===== config.mk =====
export PLATFORM = sky130hd
export DESIGN_NAME = pmodjstk_spi_responder
export DESIGN_NICKNAME = d
export VERILOG_FILES = /design/src/rtl/jstk_pkg.sv /design/src/rtl/spi_sync_edge.sv /design/src/rtl/pmodjstk_spi_responder.sv
export SDC_FILE = /design/constraint.sdc
export NUM_CORES = 1
export LEC_CHECK = 0
export ABC_AREA = 1
export CORE_MARGIN = 4
export CORE_UTILIZATION = 62
export DETAILED_ROUTE_END_ITERATION = 10
export PLACE_DENSITY_LB_ADDON = 0.25
export SLEW_MARGIN = 20
export SYNTH_ARGS = -nofsm -noshare
export SYNTH_HDL_FRONTEND = slang
export SYNTH_SLANG_ARGS = --single-unit

===== constraint.sdc =====
create_clock -name CLK -period 3.95 [get_ports CLK]
set_input_delay 0.79 -clock CLK [delete_from_list [all_inputs] [get_ports CLK]]
set_output_delay 0.79 -clock CLK [all_outputs]
set_load 0.05 [all_outputs]

===== src/rtl/jstk_pkg.sv =====
// Shared types and constants for the PmodJSTK SPI responder.
// Frame layout follows PmodJSTK byte order: X low, X high, Y low, Y high, buttons.
package jstk_pkg;

    typedef enum logic [1:0] {
        IDLE,
        LOAD,
        SHIFT,
        CHECK
    } state_t;

    localparam int         FRAME_BYTES = 5;
    localparam int         FRAME_BITS  = 40;
    localparam logic [5:0] CMD_PREFIX  = 6'b100000;

    localparam int X_LO = 0;
    localparam int X_HI = 1;
    localparam int Y_LO = 2;
    localparam int Y_HI = 3;
    localparam int BTN  = 4;

    // Byte 0 occupies the top bits so the frame shifts out MSB first.
    function automatic logic [FRAME_BITS-1:0] build_frame(
        input logic [9:0] x,
        input logic [9:0] y,
        input logic [2:0] b
    );
        logic [FRAME_BITS-1:0] f;
        f = '0;
        f[FRAME_BITS-1-8*X_LO -: 8] = x[7:0];
        f[FRAME_BITS-1-8*X_HI -: 8] = {6'b0, x[9:8]};
        f[FRAME_BITS-1-8*Y_LO -: 8] = y[7:0];
        f[FRAME_BITS-1-8*Y_HI -: 8] = {6'b0, y[9:8]};
        f[FRAME_BITS-1-8*BTN  -: 8] = {5'b0, b};
        return f;
    endfunction

endpackage


===== src/rtl/spi_sync_edge.sv =====
// N-stage synchroniser with rise/fall pulses for one SPI pin.
// Edge pulses stay quiet until the chain has flushed after reset, so a pin held low is not seen as an edge.
module spi_sync_edge #(
    parameter int   STAGES  = 2,
    parameter logic RST_VAL = 1'b0
) (
    input  logic CLK,
    input  logic RST,
    input  logic i_d,
    output logic o_level,
    output logic o_rise,
    output logic o_fall
);

    logic [STAGES-1:0] r_sync;
    logic              r_prev;
    logic [STAGES:0]   r_vld;

    // NOTE: all state here uses non-blocking assignments so every stage samples the previous stage's old value.
    always_ff @(posedge CLK) begin
        if (!RST) begin
            r_sync <= {STAGES{RST_VAL}};
            r_prev <= RST_VAL;
            r_vld  <= '0;
        end else begin
            r_sync <= {r_sync[STAGES-2:0], i_d};
            r_prev <= r_sync[STAGES-1];
            r_vld  <= {r_vld[STAGES-1:0], 1'b1};
        end
    end

    assign o_level = r_sync[STAGES-1];
    assign o_rise  = r_vld[STAGES] &  o_level & ~r_prev;
    assign o_fall  = r_vld[STAGES] & ~o_level &  r_prev;

endmodule


===== src/rtl/pmodjstk_spi_responder.sv =====
// SPI mode-0 slave emulating the PmodJSTK: returns X/Y/buttons, captures the LED command byte.
// Optional macro JSTK_RESP_MISO_HIZ_EN releases MISO (1'bz) while deselected or idle.
module pmodjstk_spi_responder #(
    parameter int         SYNC_STAGES = 2,
    parameter int         FRAME_BYTES = jstk_pkg::FRAME_BYTES,
    parameter logic [5:0] CMD_PREFIX  = jstk_pkg::CMD_PREFIX
) (
    input  logic       CLK,
    input  logic       RST,
    input  logic       SS,
    input  logic       SCLK,
    input  logic       MOSI,
    output logic       MISO,
    input  logic [9:0] x_pos,
    input  logic [9:0] y_pos,
    input  logic [2:0] btn,
    output logic [1:0] led_cmd,
    output logic       cmd_valid,
    output logic       frame_done,
    output logic       frame_err
);

    import jstk_pkg::*;

    localparam logic [5:0] FRAME_CNT = 6'(FRAME_BYTES * 8);

    logic w_ss_level, w_ss_rise, w_ss_fall;
    logic w_sclk_level_unused, w_sclk_rise, w_sclk_fall;
    logic w_mosi, w_mosi_rise_unused, w_mosi_fall_unused;

    spi_sync_edge #(.STAGES(SYNC_STAGES), .RST_VAL(1'b1)) u_sync_ss (
        .CLK(CLK), .RST(RST), .i_d(SS),
        .o_level(w_ss_level), .o_rise(w_ss_rise), .o_fall(w_ss_fall)
    );

    spi_sync_edge #(.STAGES(SYNC_STAGES), .RST_VAL(1'b0)) u_sync_sclk (
        .CLK(CLK), .RST(RST), .i_d(SCLK),
        .o_level(w_sclk_level_unused), .o_rise(w_sclk_rise), .o_fall(w_sclk_fall)
    );

    spi_sync_edge #(.STAGES(SYNC_STAGES), .RST_VAL(1'b0)) u_sync_mosi (
        .CLK(CLK), .RST(RST), .i_d(MOSI),
        .o_level(w_mosi), .o_rise(w_mosi_rise_unused), .o_fall(w_mosi_fall_unused)
    );

    state_t                r_state;
    logic [FRAME_BITS-1:0] r_tx;
    logic [FRAME_BITS-1:0] r_rx;
    logic [5:0]            r_bit_cnt;
    logic                  r_miso;
    logic [1:0]            r_led;
    logic                  r_cmd_valid;
    logic                  r_done;
    logic                  r_err;

    always_ff @(posedge CLK) begin
        if (!RST) begin
            r_state     <= IDLE;
            r_tx        <= '0;
            r_rx        <= '0;
            r_bit_cnt   <= '0;
            r_miso      <= 1'b0;
            r_led       <= 2'b00;
            r_cmd_valid <= 1'b0;
            r_done      <= 1'b0;
            r_err       <= 1'b0;
        end else begin
            r_cmd_valid <= 1'b0;
            r_done      <= 1'b0;
            r_err       <= 1'b0;
            case (r_state)
                IDLE: begin
                    r_miso <= 1'b0;
                    if (w_ss_fall) r_state <= LOAD;
                end
                LOAD: begin
                    r_tx      <= build_frame(x_pos, y_pos, btn);
                    r_miso    <= x_pos[7];
                    r_rx      <= '0;
                    r_bit_cnt <= '0;
                    r_state   <= SHIFT;
                end
                SHIFT: begin
                    // Deselect has priority over a coincident SCLK edge.
                    if (w_ss_rise) begin
                        r_state <= CHECK;
                    end else if (w_sclk_rise) begin
                        r_rx <= {r_rx[FRAME_BITS-2:0], w_mosi};
                        if (r_bit_cnt != 6'h3F) r_bit_cnt <= r_bit_cnt + 6'd1;
                    end else if (w_sclk_fall) begin
                        r_tx   <= {r_tx[FRAME_BITS-2:0], 1'b0};
                        r_miso <= r_tx[FRAME_BITS-2];
                    end
                end
                CHECK: begin
                    r_miso  <= 1'b0;
                    r_state <= IDLE;
                    if (r_bit_cnt == FRAME_CNT) begin
                        r_done <= 1'b1;
                        if (r_rx[FRAME_BITS-1 -: 6] == CMD_PREFIX) begin
                            r_led       <= r_rx[FRAME_BITS-7 -: 2];
                            r_cmd_valid <= 1'b1;
                        end
                    end else begin
                        r_err <= 1'b1;
                    end
                end
                default: r_state <= IDLE;
            endcase
        end
    end

`ifdef JSTK_RESP_MISO_HIZ_EN
    assign MISO = (w_ss_level || r_state == IDLE) ? 1'bz : r_miso;
`else
    assign MISO = r_miso & ~w_ss_level;
`endif

    assign led_cmd    = r_led;
    assign cmd_valid  = r_cmd_valid;
    assign frame_done = r_done;
    assign frame_err  = r_err;

endmodule


---- After elaboration in Yosys (flattened, before gate mapping) ----
Cells that the tools add are included.
storage, ports and cells
  flip-flop bits (word level) ............. 107
  latch bits .............................. 0
  RAM bits ................................ 0
  bits in read-only memories .............. 0
  bits of input ports ..................... 28
  output and inout bits ................... 6
  logic and storage cells ................. 79
  memories kept ........................... 0
cells by class
  add/sub/neg operators ................... 1
  multipliers ............................. 0
  divide/modulo/power cells ............... 0
  $lt $le $gt $ge ......................... 0
  equality and inequality tests ........... 13
  shifts and indexed selects .............. 0
  multiplexer cells ....................... 23
  bitwise operators ....................... 13
  reductions and logical operators ........ 11
operators with widths
  kind                 number
  $mux 39              3
  $mux 40              2
  $pmux 40 s2          1
  $pmux 39 s2          1
  $mux 6               3
  $eq 6x6->1 const B   2
  $pmux 6 s2           1
  $reduce_and 3->1     4
  $and 1x1->1          9
  $mux 1               8
  $ne 2x1->1 const B   4
  $pmux 2 s4           1
  $reduce_and 4->1     2
  $add 6x1->6 const B  1
  $ne 2x2->1 const B   3
  $ne 6x6->1 const B   1
  $eq 2x2->1 const B   2
  $mux 2               2
  $not 1->1            4
  $reduce_and 2->1     2
  $pmux 1 s3           1
  $eq 2x1->1 const B   1
  $logic_not 2->1      1
  $reduce_bool 2->1    1
  $reduce_or 2->1      1

---- Longest topological paths before layout ----
Gate-level depths: netlist of the first run.
  word-level depth ........................ 7
  mapped depth ............................ 10
  gate-level depth less buffers ........... 10

---- Modules after synthesis ----
From an unflattened synthesis of the first run, not the netlist that was laid out.
unflattened totals
  cells, all modules ...................... 630
  area total of the unflattened synthesis .. 4519.3 um^2
by module, submodules not included
  module                  times used  cells each  area an instance (um^2)  sequential area each (um^2)
  pmodjstk_spi_responder  1           570         4001.3                   1861.8
  spi_sync_edge           3           20          172.7                    120.1

---- Least setup slack after synthesis of the first run ----
OpenSTA, ideal clock, no wires.
  path kind ............................... register to output
  start point ............................. register u_sync_ss.r_sync[1]
  end point ............................... output MISO
  arrival ................................. 0.984 ns
  required time ........................... 3.160 ns
  path slack .............................. 2.176 ns
  stages on the path, launching flop included .. 2
  buffers on the path ..................... 0
  path through ............................ dfxtp_1 -> nor2_1
on the way
  word-level cells in the longest chain between the ends .. 2
RTL lines
  item                      line                           RTL
  start: declaration        spi_sync_edge.sv:15            logic [STAGES-1:0] r_sync;
  start signal: assignment  spi_sync_edge.sv:22            r_sync <= {STAGES{RST_VAL}};
  start signal: assignment  spi_sync_edge.sv:26            r_sync <= {r_sync[STAGES-2:0], i_d};
  $not 1->1                 pmodjstk_spi_responder.sv:116  assign MISO = r_miso & ~w_ss_level;
  $and 1x1->1               pmodjstk_spi_responder.sv:116
  end: declaration          pmodjstk_spi_responder.sv:13   output logic MISO,
No other way between the ends.

---- Final worst setup path of the first run ----
Same ends and word-level chain as after synthesis.

==> results.json, run 1 <==
{
  "io_buffers": 33,
  "clk_latency_ps": 370,
  "drv_cap": 0,
  "layout_commonest_cell": "nand2_1",
  "grt_pass1_vias": 3637,
  "num_rows": 30,
  "yosysTopAreaCell": "dfxtp_1",
  "clk_pin_slew_ps": 100,
  "power.leakage_nw": 2.36,
  "final_cell_mix": "nand2_1 (256), dfxtp_1 (104), nor2_1 (82)",
  "synth_xor_area_share_pct": 0,
  "die_h_um": 93.3,
  "worst_pin_slew_ps": 825,
  "antenna_found_initial": 0,
  "wl_per_cell_um": 11.0,
  "antenna_cells": 0,
  "r2r_cells": 9,
  "synth-compound-area-share_pct": 10.9,
  "power.density_nw_per_um2": 925,
  "start_kind": "flop",
  "cts_resized": 0,
  "drtAntennaViolNets": 0,
  "grt_setup_unrepaired": "no",
  "dp_hpwl_um": 5520,
  "ys_types": 20,
  "hold_class": "reg -> reg",
  "cts_setup_buffers": 0,
  "io_pins": 34,
  "clock-root-buffer": "clkbuf_8",
  "max_freq_ghz": 0.413,
  "synth.avg_cell_area_sq_um": 6.62,
  "status": "complete, no violations",
  "seq_area_frac_synth_pct": 46.1,
  "finalMaxSlewViolations": 0,
  "period_needed_ps": 2420,
  "remaining_drc_errors": 0,
  "cts_tree": "yes",
  "die_area_sq_um": 8710,
  "grt_max_degree": 56,
  "dr_wl_met2_um": 4120,
  "worst_ep_required_time_ps": 3160,
  "syn-cell-area_sq_um": 4510,
  "synthMuxAreaShare_pct": 0,
  "fin_cells": 797,
  "initial_core_util_pct": 65.0,
  "vias": 3912,
  "drtPass1Iterations": 4,
  "wl_met1_um": 4140,
  "synth_warnings": 0,
  "synthAdderAreaFrac_pct": 1.94,
  "numPlacedInstances": 781,
  "routed_wirelength_um": 8730,
  "clockBufferDepth": 2,
  "setup-tns-final_ps": 0,
  "crit_type": "reg -> out",
  "synth_nets": 717,
  "hold_viol": 0,
  "gr-usage-all-layers_pct": 21.4,
  "vias_per_cell": 4.91,
  "skew_ps": 12.2,
  "crit_fanout": 4,
  "dieWidth_um": 93.3,
  "nets": 731,
  "top_layer_used": "met4",
  "h-tree-depth": 3,
  "fin_crit_sh_pct": 61.3,
  "synth_top_family_by_area": "simple AND/OR/NAND/NOR gates",
  "synth_top_cell_area_share_pct": 46.1,
  "arrival_ps": 1630,
  "synth_area_leaders": "dfxtp_1 (46%), nand2_1 (21%), nor2_1 (6.8%)",
  "core_sq_um": 6940,
  "cts-buffers-inserted": 9,
  "drive_gt1_share_pct": 4.56,
  "first_iter_violations": 196,
  "setup_viol": 0,
  "relSlewSlack_pct": 44.9,
  "synth_cells": 682,
  "min_path_cells": 2,
  "grt_pass1_wl_um": 15300,
  "cp-end-kind": "output pin",
  "holdBufCountCts": 0,
  "yosys.area_share.simple_pct": 30.4,
  "overflow": 0,
  "cts_sinks": 104,
  "met3_length_um": 305,
  "synthToLayoutAreaGrowth_pct": 12.5,
  "synth-seq-cells": 104,
  "ir_worst_vdd_v": 0.000599,
  "place_congestion": 0.761
}
-- registers in the layout, indices dropped and copies added, names as in the netlist --
name and flops:
r_bit_cnt 6, cmd_valid 1, r_state 2, r_tx 39
u_sync_ss.r_vld 1, u_sync_ss.r_prev 1, u_sync_ss.r_sync 2, u_sync_mosi.r_sync 2
u_sync_sclk.r_prev 1, frame_err 1, r_rx 40, u_sync_sclk.r_vld 2
r_miso 1, led_cmd 2, frame_done 1, u_sync_sclk.r_sync 2
-- layer usage --
layer / vias to the layer above / track usage, %
met5: - / 0
met4: 0 / 8.06
met3: 16 / 4.91
met2: 53 / 37.2
met1: 1756 / 25.6
li1: 2087 / -
-- through the flow --
stage                     power [mW]  instance area [sq um]  util (%)  worst slack [ps]  hold slack [ps]
after floorplan                 3.60                   4510         -              2180              390
after global placement          3.91                   4860      70.0              1350              393
after detailed placement        4.00                   4860      70.0              1330              397
after CTS                       4.72                   5070      73.1              1510              420
after global routing            5.21                   5070      73.1              1310              441
final                           4.69                   5070      73.1              1530              420
-- layout make-up --
class                           instances  area, sq um
Clock buffer                           12          165
Tap cell                               96          120
Clock inverter                          4         51.3
Timing Repair Buffer                   40          395
Fill cell                             543         1870
Inverter                               82          308
Multi-Input combinational cell        459         1950
Sequential cell                       104         2080
-- path summary, 6_finish.rpt --
check	start	end	slack (ps)
min reg2reg	u_sync_sclk.r_vld[1]	u_sync_ss.r_vld[2]	420
max	u_sync_ss.r_sync[1]	MISO	1530
max reg2reg	r_state[0]	r_rx[39]	1550
min	u_sync_sclk.r_vld[1]	u_sync_ss.r_vld[2]	420
-- power breakdown --
group / switching, mW / leakage (nW) / internal, mW
clock network: 0.345 / 0.109 / 0.345
registers: 0.155 / 0.853 / 1.48
logic: 1.58 / 1.40 / 0.788
-- cells in the mapped netlist --
library cell / n
a21oi_1: 27
buf_2: 15
o21ai_1: 44
nor2_1: 82
inv_1: 79
buf_4: 3
o21bai_1: 1
inv_2: 3
nand4_2: 1
ha_1: 7
nand4_1: 1
nor3_1: 2
o21ai_0: 26
nand3_2: 2
dfxtp_1: 104
nand3b_1: 1
or2_2: 2
nand2_1: 256
nand3_1: 7
clkbuf_1: 19
-- critical path, cell delays in order, from the launching register on --
cell and delay (ps):
dfxtp_1 360, nor2_1 110, clkdlybuf4s50_1 800
-- cell families after synthesis --
| logic type | after synthesis |
|---|---|
| DFF | 104 |
| buffers and inverters | 119 |
| AOI/OAI and AO/OA | 98 |
| and+or+nand+nor | 354 |
| adders and majority gates | 7 |
Power figures use the tool's default switching activity.
==> inputs of run 2 (changes only) <==
--- a/config.mk
+++ b/config.mk
@@ -7,7 +7,7 @@
 export LEC_CHECK = 0
 export ABC_AREA = 1
 export CORE_MARGIN = 4
-export CORE_UTILIZATION = 62
+export CORE_UTILIZATION = 52
 export DETAILED_ROUTE_END_ITERATION = 10
 export PLACE_DENSITY_LB_ADDON = 0.25
 export SLEW_MARGIN = 20
==> constraint.sdc (replaced) <==
create_clock -name CLK -period 2.15 [get_ports CLK]
set_input_delay 0.43 -clock CLK [delete_from_list [all_inputs] [get_ports CLK]]
set_output_delay 0.43 -clock CLK [all_outputs]
set_load 0.05 [all_outputs]
==> run 2 against run 1 <==
- utilization down 11 points
- first-iteration DRC count down 47%
- clock power up 64%
- register-to-register slack worse by 1200 ps
- die area up 18%
- wire length up 0.25%
- clock-buffer cell count unchanged
- critical path depth unchanged
- hold slack worse by 2.1 ps
- combinational power up 90%
- final cell count up 1.9%
- via count down 0.66%
- largest power group unchanged
==> results.json, run 2 (synthesized netlist as in run 1, its figures left out) <==
{
  "status": "complete, no violations",
  "crit_type": "reg -> out",
  "initial_core_util_pct": 54.1,
  "dieWidth_um": 101,
  "holdBufCountCts": 0,
  "io_buffers": 33,
  "wl_met1_um": 4300,
  "period_needed_ps": 2070,
  "cts_resized": 0,
  "cts-buffers-inserted": 9,
  "worst_pin_slew_ps": 498,
  "reg_top3": "r_rx x40, r_tx x39, r_bit_cnt x6",
  "first_iter_violations": 104,
  "grt_max_degree": 53,
  "setup-tns-final_ps": 0,
  "core_sq_um": 8340,
  "num_rows": 33,
  "routed_wirelength_um": 8750,
  "largest_register_ffs": 40,
  "layout_setup_ws_ps": 83.9,
  "grt_pass1_wl_um": 15200,
  "drive_gt1_share_pct": 5.23,
  "die_area_sq_um": 10200,
  "die_h_um": 101,
  "cp-end-kind": "output pin",
  "grt_setup_unrepaired": "no",
  "crit_fanout": 4,
  "antenna_cells": 0,
  "final_cell_mix": "nand2_1 (256), dfxtp_1 (104), nor2_1 (82)",
  "io_pins": 34,
  "nets": 737,
  "h-tree-depth": 3,
  "max_freq_ghz": 0.484,
  "power.density_nw_per_um2": 1680,
  "skew_ps": 11.8,
  "drtPass1Iterations": 4,
  "hold_ws_ps": 418,
  "overflow": 0,
  "fin_crit_sh_pct": 96.1,
  "vias": 3886,
  "grt_pass1_vias": 3682,
  "place_congestion": 0.867,
  "top_layer_used": "met4",
  "final_util_pct": 61.6,
  "fin_cells": 812,
  "ir_worst_vdd_v": 0.000785,
  "remaining_drc_errors": 0,
  "power.leakage_nw": 2.38,
  "clk_pin_slew_ps": 90,
  "numPlacedInstances": 796,
  "layout_commonest_cell": "nand2_1",
  "relSlewSlack_pct": 66.7,
  "cts_setup_buffers": 0,
  "dr_wl_met2_um": 4020,
  "arrival_ps": 1640,
  "hold_class": "reg -> reg",
  "drtAntennaViolNets": 0,
  "antenna_found_initial": 0,
  "gr-usage-all-layers_pct": 18.0,
  "largest-register": "r_rx",
  "finalMaxSlewViolations": 0,
  "cts_sinks": 104,
  "clock-root-buffer": "clkbuf_8",
  "worst_ep_required_time_ps": 1720,
  "setup_viol": 0,
  "vias_per_cell": 4.79,
  "synthToLayoutAreaGrowth_pct": 13.8,
  "start_kind": "flop",
  "dp_hpwl_um": 5570,
  "wl_per_cell_um": 10.8,
  "clockBufferDepth": 2,
  "dp_slack_ps": 354,
  "cts_tree": "yes",
  "met3_length_um": 309,
  "clk_latency_ps": 360,
  "hold_viol": 0,
  "drv_cap": 0
}
-- run 2: cell types whose count changed in the layout (fill, tap and decap cells not counted), sizes merged --
cell,previous run,this run
bufinv,1,0
buf,7,13
clkinvlp,1,2
-- run 2: critical path, cell delays in order (launching register included) --
cell and delay (ps):
dfxtp_1 360, nor2_1 110, clkdlybuf4s50_1 800
-- run 2: power breakdown --
part	switching (mW)	leakage, nW	internal [mW]
registers	0.281	0.853	2.72
logic	2.90	1.44	1.60
clock network	0.646	0.0886	0.486
total	3.82	2.38	4.81
-- run 2: path summary, 6_finish.rpt --
path / from / end / slack [ps] / depth (start not counted)
setup / recovery: u_sync_ss.r_sync[1] / MISO / 80 / 2
hold / removal: u_sync_sclk.r_sync[0] / u_sync_sclk.r_sync[1] / 420 / 2
setup reg to reg: r_state[0] / r_bit_cnt[4] / 330 / 11
hold reg to reg: u_sync_sclk.r_sync[0] / u_sync_sclk.r_sync[1] / 420 / 2
-- run 2: cell type report --
type                    instances  area [sq um]
multi-input cells             459          1950
clock inverters                 4          28.8
clock buffers                  12           155
inverters                      82           308
fillers                       753          3200
flip-flops and latches        104          2080
repair buffers                 46           478
well taps                     105           131
-- run 2: per-layer routing --
layer / track usage [%] / vias to the layer above
met3: 3.51 / 9
met1: 22.0 / 1713
met5: 0 / -
met2: 31.2 / 64
met4: 7.16 / 0
li1: - / 2100
-- run 2: stage by stage --
step	total power, mW	cell area (sq um)
final	8.63	5140
after global routing	9.59	5140
after CTS	8.69	5140
after detailed placement	7.53	4950
after global placement	7.36	4950
after floorplan	6.62	4510
==> inputs of run 3 (changes only) <==
--- a/config.mk
+++ b/config.mk
@@ -9,6 +9,7 @@
 export CORE_MARGIN = 4
 export CORE_UTILIZATION = 52
 export DETAILED_ROUTE_END_ITERATION = 10
+export GPL_ROUTABILITY_DRIVEN = 0
 export PLACE_DENSITY_LB_ADDON = 0.25
 export SLEW_MARGIN = 20
 export SYNTH_ARGS = -nofsm -noshare
==> results of run 3 <==
The final DEF is identical to that of run 2; final timing and power are the same.
